## src/rtl/reg_file_2r1w.sv

```systemverilog
// Two-read, one-write register file with byte and register-pair writes.
// Reads are registered and write-first: same-edge writes bypass to the outputs.
module reg_file_2r1w #(
    parameter int DATA_W = 8,
    parameter int NUM_REGS = 8,
    localparam int ADDR_W = $clog2(NUM_REGS)
) (
    input  logic                clk,
    input  logic                reset_n,
    input  logic                re,
    input  logic [ADDR_W-1:0]   rs1_addr,
    input  logic [ADDR_W-1:0]   rs2_addr,
    input  logic                we,
    input  logic                wide,
    input  logic [ADDR_W-1:0]   rd_addr,
    input  logic [2*DATA_W-1:0] rd_data,
    output logic [DATA_W-1:0]   rs1_data,
    output logic [DATA_W-1:0]   rs2_data,
    output logic                wr_err
);

    localparam logic [ADDR_W-1:0] LAST = ADDR_W'(NUM_REGS - 1);

    logic [DATA_W-1:0] regs [NUM_REGS];
    logic [DATA_W-1:0] nxt  [NUM_REGS];
    logic [DATA_W-1:0] hi;
    logic [DATA_W-1:0] lo;
    logic [ADDR_W-1:0] lo_addr;
    logic              pair_bad;
    logic              wr_ok;

    assign hi       = rd_data[2*DATA_W-1:DATA_W];
    assign lo       = rd_data[DATA_W-1:0];
    assign lo_addr  = rd_addr + ADDR_W'(1);
    assign pair_bad = we & wide & (rd_addr == LAST);
    assign wr_ok    = we & ~pair_bad;

    // Post-write view of the file; reads index it so bypass falls out per register.
    always_comb begin
        nxt = regs;
        if (wr_ok) begin
            if (wide) begin
                nxt[rd_addr] = hi;
                nxt[lo_addr] = lo;
            end else begin
                nxt[rd_addr] = lo;
            end
        end
    end

    always_ff @(posedge clk or negedge reset_n) begin
        if (!reset_n) begin
            for (int i = 0; i < NUM_REGS; i++) begin
                regs[i] <= '0;
            end
            rs1_data <= '0;
            rs2_data <= '0;
            wr_err   <= 1'b0;
        end else begin
            regs   <= nxt;
            wr_err <= pair_bad;
            if (re) begin
                rs1_data <= nxt[rs1_addr];
                rs2_data <= nxt[rs2_addr];
            end
        end
    end

endmodule
```

## config.mk

```make
export PLATFORM = sky130hd
export DESIGN_NAME = reg_file_2r1w
export DESIGN_NICKNAME = d
export VERILOG_FILES = /design/src/rtl/reg_file_2r1w.sv
export SDC_FILE = /design/constraint.sdc
export NUM_CORES = 1
export LEC_CHECK = 0
export CORE_MARGIN = 3
export CORE_UTILIZATION = 47
export DETAILED_ROUTE_END_ITERATION = 7
export PLACE_DENSITY = 0.71
export SLEW_MARGIN = 25
export SYNTH_ARGS = -nofsm -noshare
export SYNTH_HDL_FRONTEND = slang
export SYNTH_SLANG_ARGS = --single-unit
```

## constraint.sdc

```tcl
create_clock -name clk -period 4.5 [get_ports clk]
set_input_delay 0.9 -clock clk [delete_from_list [all_inputs] [get_ports clk]]
set_output_delay 0.9 -clock clk [all_outputs]
set_load 0.02 [all_outputs]
```

==> results.json <==
{
  "status": "completed",
  "maximum_number_of_pins_on_one_net_before_global_route_repair": 82,
  "synth-simple-area-share": 0.214,
  "grt_pass1_wl_mm": 31.1,
  "syn_area_per_cell_um2": 9.17,
  "totalWireLength_mm": 20.2,
  "cts.sinks": 81,
  "adder_cell_share_of_the_synthesized_area": 0.00458,
  "post_route_skew_ns": 0.00995,
  "asyncSetResetFlopFracSynth": 1.00,
  "cts.path.max_buffers": 2,
  "crit_arrival_ns": 4.13,
  "post-dp-hpwl_mm": 14.4,
  "postCtsHoldBufs": 0,
  "postSynthNetCount": 628,
  "netlist-cell-type-count": 74,
  "ys_ff_latch": 81,
  "max_clock_freq_mhz": 255,
  "dr_total_vias": 5578,
  "tns_ns": 0,
  "cellLeakagePower_nw": 2.78,
  "timing.critical_path.to_type": "flip-flop",
  "die-width_um": 114,
  "fin_nets": 662,
  "post_synth_mux_area_share": 0.0833,
  "cts_inserted_buffers": 9,
  "antenna_cells": 0,
  "grt_antenna_before_repair": 0,
  "combinational_family_with_the_most_area_after_synthesis": "compound AO/OA/AOI/OAI gates",
  "post-route-worst-setup-slack_ns": 0.573,
  "floorplan.die.height_um": 114,
  "final_cell_mix": "81 x sky130_fd_sc_hd__dfrtp_1, 53 x sky130_fd_sc_hd__nand2_1, 45 x sky130_fd_sc_hd__clkdlybuf4s50_1",
  "post_drt_via_cell_ratio": 7.21,
  "post-cts-setup-buffer-count": 0,
  "area.growth.synth_to_final_pct": 17.3,
  "tritoncts": "built",
  "h-tree-depth": 3,
  "layout.cells.most_common": "sky130_fd_sc_hd__dfrtp_1",
  "vias_in_the_first_global_route": 5179,
  "synth-compound-area-share": 0.259,
  "dr_wl_met3_mm": 1.93,
  "slowest_stage": "sky130_fd_sc_hd__a222oi_1",
  "top_layer_used": "met4",
  "critical_path.max_stage_delay_ns": 0.60,
  "synth_flop_cell": "sky130_fd_sc_hd__dfrtp_1",
  "critical_path.cell_chain": "clkdlybuf4s50_1 > ha_1 > ha_1 > nor4b_1 > o21ai_1 > a222oi_1 > mux2i_1 > a221oi_1 > o311ai_0",
  "final.hold.worst_slack_ns": 0.502,
  "clkSlewWorstSetupHoldPaths_ns": 0.07,
  "maximum_net_fanout_on_the_critical_path": 17,
  "gate_family_responsible_for_the_most_delay_along_the_worst_path": "compound AO/OA/AOI/OAI gates",
  "io-pin-count": 47,
  "synthCells": 596,
  "p_per_area_nw_per_um2": 434,
  "rows": 38,
  "final_min_period_over_clock_period": 0.873,
  "starting_density_of_the_core": 0.493,
  "cp_data_required_time_ns": 4.70,
  "gp_congestion": 0.909,
  "synth-xor-area-share": 0,
  "mean_routed_wirelength_per_cell_um": 26.2,
  "detail_route.wirelength.met1_mm": 8.39,
  "maxCapViolCount": 0,
  "synth_enable_flop_cells": 0,
  "antenna_left": 0,
  "firstDrtPassIters": 6,
  "detailroute.wirelength.met2_mm": 9.00,
  "timing.critical_path.mode_cell": "sky130_fd_sc_hd__ha_1",
  "setup-violations-final": 0,
  "final_cells": 774,
  "synthesis.yosys.warnings": 0,
  "critPathKind": "primary input to flip-flop",
  "hold_path.class": "flip-flop to flip-flop",
  "global_route.usage.total": 0.316,
  "dp_cells": 759,
  "hold_viol_final": 0,
  "preCtsSetupSlack_ns": 0.299,
  "vdd_drop_max_mv": 0.255,
  "clock_insertion_delay_worst_skew_ns": 0.35,
  "finalWorstPathRequiredPeriod_ns": 3.93,
  "floorplan.core_area_um2": 11100,
  "max_slew.worst_pin.slew_ns": 0.807,
  "worst-path-buf-inv": 1,
  "rsz0062_at_grt": "no",
  "grt_overflow_total": 0,
  "port_buffers": 46,
  "post_cts_resize_count": 0,
  "synth.cell_area_um2": 5470,
  "drtIter0Drc": 843,
  "ys_seq_area_frac": 0.371,
  "layout-drive-gt1-share": 0.118,
  "design.die.area_um2": 13000,
  "finalMaxSlewViolations": 0,
  "worst_setup_path_start_kind": "primary input",
  "drcViolationCount": 0,
  "worst_max_slew_margin_expressed_relative_to_the_limit": 0.461,
  "cts_root_buffer": "sky130_fd_sc_hd__clkbuf_16"
}
-- sequential cells by signal (all words and copies together) (netlist names) --
| name | flops |
|---|---|
| rs1_data | 8 |
| rs2_data | 8 |
| regs | 64 |
| wr_err | 1 |
-- kinds of logic after synthesis --
| kind of cell | after synthesis |
|---|---|
| muxes | 31 |
| and+or+nand+nor | 210 |
| buffers and inverters | 90 |
| DFF | 81 |
| AOI/OAI and AO/OA | 182 |
| adders and majority gates | 2 |
-- through the flow --
step                      cell area (um^2)  utilization  total power, mW
after floorplan                       5470            -             1.55
after global placement                6070        0.548             1.87
after CTS                             6410        0.579             2.77
final                                 6410        0.579             2.78
after global routing                  6410        0.579             2.89
after detailed placement              6070        0.548             1.89
-- where the power goes --
| part | switching (mW) | internal [mW] |
|---|---|---|
| clock network | 0.336 | 0.543 |
| logic | 0.517 | 0.391 |
| registers | 0.0819 | 0.913 |
-- routing by layer --
layer | up-vias | global-route usage
met5 | - | 0
met1 | 2756 | 0.447
met2 | 376 | 0.468
met4 | 0 | 0.152
met3 | 61 | 0.0568
li1 | 2385 | -
-- final timing paths --
check                           start          end  slack, ns  cells past startpoint
max                        rd_addr[1]  rs2_data[2]       0.57                      9
min                          regs[49]     regs[49]       0.50                      2
max reg2reg                   regs[7]  rs1_data[7]       2.24                      6
min reg2reg                  regs[49]     regs[49]       0.50                      2
max in group asynchronous     reset_n     regs[18]       3.35                      1
min in group asynchronous     reset_n       wr_err       0.59                      1
-- Yosys cell counts, drive strengths merged, types with 3 or more instances --
cell type / count / share of area
inv: 44 / 0.030
a211oi: 9 / 0.012
nor3b: 6 / 0.010
o311ai: 7 / 0.011
or3b: 3 / 0.0053
nand2b: 8 / 0.0092
o2111ai: 8 / 0.013
nand2: 53 / 0.036
and3b: 5 / 0.0080
a221oi: 14 / 0.022
buf: 20 / 0.019
a211o: 8 / 0.013
and4b: 3 / 0.0055
a221o: 19 / 0.035
nand4: 3 / 0.0034
mux4: 11 / 0.045
mux2: 6 / 0.012
o21bai: 3 / 0.0041
a21oi: 15 / 0.014
nor4bb: 3 / 0.0055
nand3: 20 / 0.018
mux2i: 14 / 0.026
o211ai: 14 / 0.019
nor2: 30 / 0.021
nand3b: 9 / 0.014
and2: 9 / 0.010
nor3: 15 / 0.014
clkbuf: 25 / 0.018
o22ai: 4 / 0.0046
o221ai: 6 / 0.0096
nor4b: 4 / 0.0064
or2: 7 / 0.0080
a222oi: 10 / 0.018
o21ai: 23 / 0.021
a22oi: 6 / 0.0082
and3: 18 / 0.021
a31oi: 12 / 0.014
nor4: 5 / 0.0057
o21a: 5 / 0.0069
dfrtp: 81 / 0.37
-- layout make-up --
class | instances | area, um^2
well taps | 140 | 175
fillers | 1008 | 4670
clock inverters | 6 | 115
repair buffers | 68 | 627
flip-flops and latches | 81 | 2030
clock buffers | 9 | 225
multi-input cells | 425 | 3070
inverters | 45 | 169
-- worst register-to-register path, stage by stage (launching register included) --
cell and delay, ns:
sky130_fd_sc_hd__dfrtp_1 0.42, sky130_fd_sc_hd__a21boi_0 0.14, sky130_fd_sc_hd__a311oi_1 0.26, sky130_fd_sc_hd__a21oi_1 0.07, sky130_fd_sc_hd__a221o_1 0.38, sky130_fd_sc_hd__mux4_2 0.51
sky130_fd_sc_hd__a221o_1 0.36
Note: power is estimated with default switching activity, not from simulation.
